<file path="src/rtl/write_pointer_handler.sv">
// Write-domain pointer and flag logic of an asynchronous FIFO: binary/Gray write pointers,
// full, almost_full, fill level and a sticky overflow flag.
module write_pointer_handler #(
  parameter int unsigned PTRWIDTH  = 3,
  parameter int unsigned AF_THRESH = 6
) (
  input  logic                wrclk,
  input  logic                write_reset_n,
  input  logic                w_en,
  input  logic [PTRWIDTH:0]   g_rptr_sync,
  input  logic                clr_overflow,
  output logic [PTRWIDTH:0]   b_wr_ptr,
  output logic [PTRWIDTH:0]   g_wr_ptr,
  output logic                w_accept,
  output logic                full,
  output logic                almost_full,
  output logic [PTRWIDTH:0]   wr_level,
  output logic                overflow
);

  localparam logic [PTRWIDTH:0] AfThresh = (PTRWIDTH + 1)'(AF_THRESH);

  logic [PTRWIDTH:0] b_next;
  logic [PTRWIDTH:0] g_next;
  logic [PTRWIDTH:0] b_rptr_sync;
  logic [PTRWIDTH:0] level_next;
  logic              full_next;

  assign w_accept = w_en & ~full;
  assign b_next   = b_wr_ptr + {{PTRWIDTH{1'b0}}, w_accept};
  assign g_next   = b_next ^ (b_next >> 1);

  // Gray-to-binary: each binary bit is the XOR of all Gray bits at and above it.
  always_comb begin
    b_rptr_sync = '0;
    for (int unsigned i = 0; i <= PTRWIDTH; i++) begin
      b_rptr_sync[i] = ^(g_rptr_sync >> i);
    end
  end

  assign level_next = b_next - b_rptr_sync;

  // Full when the write pointer is exactly one lap ahead: Gray MSB and MSB-1 both inverted.
  assign full_next = (g_next == {~g_rptr_sync[PTRWIDTH:PTRWIDTH-1],
                                 g_rptr_sync[PTRWIDTH-2:0]});

  always_ff @(posedge wrclk or negedge write_reset_n) begin
    if (!write_reset_n) begin
      b_wr_ptr    <= '0;
      g_wr_ptr    <= '0;
      full        <= 1'b0;
      almost_full <= 1'b0;
      wr_level    <= '0;
      overflow    <= 1'b0;
    end else begin
      b_wr_ptr    <= b_next;
      g_wr_ptr    <= g_next;
      full        <= full_next;
      almost_full <= (level_next >= AfThresh);
      wr_level    <= level_next;
      // A rejected write takes priority over a simultaneous clear.
      if (w_en && full) begin
        overflow <= 1'b1;
      end else if (clr_overflow) begin
        overflow <= 1'b0;
      end
    end
  end

endmodule
</file>
<file path="config.mk">
export PLATFORM = sky130hd
export DESIGN_NAME = write_pointer_handler
export DESIGN_NICKNAME = d
export VERILOG_FILES = /design/src/rtl/write_pointer_handler.sv
export SDC_FILE = /design/constraint.sdc
export NUM_CORES = 1
export LEC_CHECK = 0
export CORE_MARGIN = 2
export CORE_UTILIZATION = 46
export DETAILED_ROUTE_END_ITERATION = 8
export GPL_TIMING_DRIVEN = 0
export PLACE_DENSITY_LB_ADDON = 0.05
export RECOVER_POWER = 25
export SYNTH_ARGS = -nofsm -noshare
export SYNTH_HDL_FRONTEND = slang
export SYNTH_SLANG_ARGS = --single-unit
</file>
<file path="constraint.sdc">
create_clock -name wrclk -period 4 [get_ports wrclk]
set_input_delay 0.6 -clock wrclk [delete_from_list [all_inputs] [get_ports wrclk]]
set_output_delay 0.6 -clock wrclk [all_outputs]
set_load 0.1 [all_outputs]
</file>
# After elaboration in Yosys (flattened, before gate mapping)
# Index checks and enable logic that the tools add are counted.
dict set report classes {
  muxes 2
  n_bitwise 4
  multipliers 0
  n_addsub 2
  div_mod_pow 0
  magnitude_cmp 1
  eq_ne 1
  reduce_logical 6
  shift 0
}
# op n
set op_table {}
lappend op_table {{$reduce_xor A4 Y1} 4}
lappend op_table {{$add A4 B1 Y4} 1}
lappend op_table {{$eq A4 B4 Y1} 1}
lappend op_table {{$ge A4 B3 Y1 const B} 1}
lappend op_table {{$sub A4 B4 Y4} 1}
lappend op_table {{$xor A4 B3 Y4} 1}
lappend op_table {{$mux W1} 2}
lappend op_table {{$not A2 Y2} 1}
lappend op_table {{$reduce_bool A2 Y1} 1}
lappend op_table {{$and A1 B1 Y1} 1}
lappend op_table {{$logic_and A1 B1 Y1} 1}
lappend op_table {{$not A1 Y1} 1}
dict set report word_totals {
  romBits 0
  memories 0
  ram_bits 0
  wordCells 22
  latch_bits 0
  regBits 15
  in_bits 8
}

# Depth between registers and ports, before layout
dict set report logic_depth {
  ltp_word 5
  mapped_depth 9
  depth_no_buf 9
}

# Worst setup path after synthesis
# No wires, ideal clock.
dict set report synth_path {
  path_type {flip-flop to flip-flop}
  from {reg full}
  to {reg almost_full}
  setup_slack_ps -138
  stages_incl_launch_ff 10
  required_time_ps 3882
  period_less_slack_ps 4138
  arrival_time_ps 4019
  path_buffers 0
  path_cell_list {dfrtp_1 -> nor2b_1 -> ha_1 -> ha_1 -> xor2_2 -> ha_1 -> a21oi_1 -> o21ai_0 -> xor3_1 -> a21o_1}
}
dict set report synth_between {
  elab_chain_len 5
}
# element line
set synth_lines {}
lappend synth_lines {{start, declared} 15} ;# output logic full,
lappend synth_lines {{start signal, assigned} 58} ;# full <= full_next;
lappend synth_lines {{$not A1 Y1} 29} ;# assign w_accept = w_en & ~full;
lappend synth_lines {{$and A1 B1 Y1} 29}
lappend synth_lines {{named net w_accept} 14} ;# output logic w_accept,
lappend synth_lines {{$add A4 B1 Y4} 30} ;# assign b_next = b_wr_ptr + {{PTRWIDTH{1'b0}}, w_accept};
lappend synth_lines {{named net b_next[2]} 23} ;# logic [PTRWIDTH:0] b_next;
lappend synth_lines {{$sub A4 B4 Y4} 41} ;# assign level_next = b_next - b_rptr_sync;
lappend synth_lines {{named net level_next[3]} 26} ;# logic [PTRWIDTH:0] level_next;
lappend synth_lines {{$ge A4 B3 Y1} 59} ;# almost_full <= (level_next >= AfThresh);
lappend synth_lines {{end signal, assigned} 59}
lappend synth_lines {{end, declared} 16} ;# output logic almost_full,
# The timed path passes the listed nets, and every way through them passes these cells.
# A chain may end at the register's enable or synchronous reset.

# Worst setup path after layout
dict set report layout_path {
  from {in w_en}
  to {out w_accept}
}
dict set report layout_between {
  elab_chain_len 1
}
# element line
set layout_lines {}
lappend layout_lines {{start, declared} 9} ;# input logic w_en,
lappend layout_lines {{$and A1 B1 Y1} 29}
lappend layout_lines {{end, declared} 14}
# No other way between the ends.

==> flow_summary.json <==
{
  "arrival_ns": 2.44,
  "grt_pass1_wl_mm": 1.759,
  "synthCells": 54,
  "post_synth_xor_area_fraction_pct": 20.95,
  "place_congestion": 0.7110,
  "grt_overflow": 0,
  "worst_pin_slew_ns": 0.9748,
  "setup_viol": 0,
  "period_minus_slack_ns": 3.037,
  "fin_crit_sh_pct": 75.92,
  "ys_ff_latch": 14,
  "fmax_mhz": 329.3,
  "grt_setup_unrepaired": "no",
  "htree_levels": 1,
  "core_mm2": 0.001350,
  "outcome": "complete, no violations",
  "syn2layout_area_growth_pct": 41.89,
  "final_cell_mix": "21 x clkdlybuf4s50_1, 14 x dfrtp_1, 7 x inv_1",
  "syn_nets": 68,
  "totalWireLength_mm": 1.035,
  "avgViaCountPerCell": 4.583,
  "fp.dieW_um": 42.64,
  "startpoint": "w_en",
  "yosys_warnings": 0,
  "antenna_cells": 0,
  "dieArea_mm2": 0.001818,
  "slew_viol_final": 0,
  "hold_path_class": "register to register",
  "fin_ws_ns": 0.9632,
  "post_cts_buffers": 0,
  "num_rows": 13,
  "crit_path_max_incr_delay_ns": 1.14,
  "seq_area_frac_synth_pct": 51.00,
  "wl_per_cell_um": 10.78,
  "drtIter0Drc": 1,
  "hold_violations": 0,
  "dr.pass1.iters": 2,
  "synth_area_um2": 686.9,
  "synth_compound_area_share_pct": 4.372,
  "synth_top_family_by_area": "XOR/XNOR gates",
  "cts_tree": "yes",
  "clock_sinks": 14,
  "grt_pass1_vias": 419,
  "place_hpwl_um": 823.2,
  "synth.avg_cell_area_um2": 12.72,
  "drv_cap": 0,
  "skew_ns": 0.002936,
  "final_common_cell": "clkdlybuf4s50_1",
  "grt_use_total_pct": 13.33,
  "path_class": "primary input to output port",
  "place_area_um2": 938.4,
  "clockBufferDepth": 2,
  "crit_chain": "dlygate4sd3_1 > nor2b_2 > clkdlybuf4s50_1",
  "antenna_found_initial": 0,
  "slew_headroom_pct": 34.81,
  "io_buffers": 23,
  "cp.required_ns": 3.40,
  "synthSimpleGateAreaFrac_pct": 6.740,
  "cts.clk_slew.worst_paths_ns": 0.08,
  "critPathSlowestCell": "clkdlybuf4s50_1",
  "final_area_um2": 974.7,
  "layout-drive-gt1-share_pct": 11.11,
  "pre_cts_ws_ns": 0.9161,
  "cp_max_fo": 2,
  "rr_startpoint": "full$_DFF_PN0_",
  "vias": 440,
  "cts_hold_buf": 0,
  "post_synth_mux_area_share_pct": 0,
  "worstSetupStartpointType": "primary input",
  "io_pins": 24,
  "whs_ns": 0.5275,
  "initial_utilization_pct": 50.88,
  "antenna_left": 0,
  "setup-tns-final_ns": 0,
  "synth_cell_types": 18,
  "min_from": "overflow$_DFFE_PN0P_",
  "synth-adder-area-share_pct": 12.02,
  "grt_start_max_net_pins": 15,
  "nets": 96,
  "die_y_um": 42.64,
  "cts_resized": 0,
  "drc": 0,
  "cts_buffers": 3,
  "endpoint_kind": "output port",
  "clock_latency_ns": 0.28,
  "root_buffer": "clkbuf_4"
}
[per-stage QoR]
stage / instances / utilization (%)
finish: 96 / 72.20
global route: 96 / 72.20
CTS: 96 / 72.20
detailed placement: 92 / 69.51
global placement: 92 / 69.51
floorplan: 54 / -
[state kept, by name, summed over array words and instances, names as in the netlist]
name / cells
almost_full: 1
wr_level: 4
overflow: 1
g_wr_ptr: 3
full: 1
b_wr_ptr: 4
[synth_stat cells]
cell type / n / area (µm²)
dfrtp_1: 14 / 350.3
a21o_1: 1 / 7.510
or3_1: 2 / 12.51
a22oi_1: 1 / 7.510
xor2_2: 2 / 32.53
fa_1: 1 / 20.02
xnor2_1: 5 / 43.79
buf_4: 1 / 7.510
inv_1: 7 / 26.28
ha_1: 5 / 62.56
nand3_1: 2 / 10.01
nand3_2: 1 / 10.01
o21ai_0: 2 / 10.01
nor2b_1: 1 / 6.260
a21oi_1: 1 / 5.000
nand2_1: 2 / 7.510
xor2_1: 5 / 43.79
xor3_1: 1 / 23.77
[worst paths after layout]
check,cells after the start,end,slack [ns]
min in group asynchronous,1,b_wr_ptr[2]$_DFF_PN0_,0.77
hold reg to reg,2,overflow$_DFFE_PN0P_,0.53
hold / removal,2,overflow$_DFFE_PN0P_,0.53
setup reg to reg,9,almost_full$_DFF_PN0_,1.65
setup / recovery,3,w_accept,0.96
max in group asynchronous,1,b_wr_ptr[1]$_DFF_PN0_,2.84
[per-layer routing]
metal / vias up / part of all wire, % / track usage [%]
li1: 224 / - / -
met1: 198 / 46 / 16.76
met2: 16 / 48 / 21.21
met3: 2 / 5.0 / 2.586
met4: 0 / 1.4 / 7.500
met5: - / 0 / 0
[worst max-delay path, delay by kind of cell]
kind,cells,cell delay [ns]
buffers and inverters,2,1.68
and+or+nand+nor,1,0.16
[logic make-up (layout without fill, tap and decap cells)]
logic type | Yosys count | after routing
AND/OR/NAND/NOR | 8 | 8
adder cells (fa/ha/maj) | 6 | 6
XOR/XNOR | 13 | 13
AO/OA/AOI/OAI | 5 | 5
buffers and inverters | 8 | 35
flip-flops | 14 | 14
[layout make-up]
| cell class | instances | area [µm²] |
|---|---|---|
| Fill cell | 102 | 375.4 |
| Sequential cell | 14 | 350.3 |
| Multi-Input combinational cell | 32 | 305.3 |
| Timing Repair Buffer | 23 | 230.2 |
| Clock buffer | 4 | 36.28 |
| Inverter | 7 | 26.28 |
| Tap cell | 15 | 18.77 |
| Buffer | 1 | 7.507 |
Power is not shown: default switching activity piles up to over one toggle a cycle in this logic, so the estimate is an artifact.
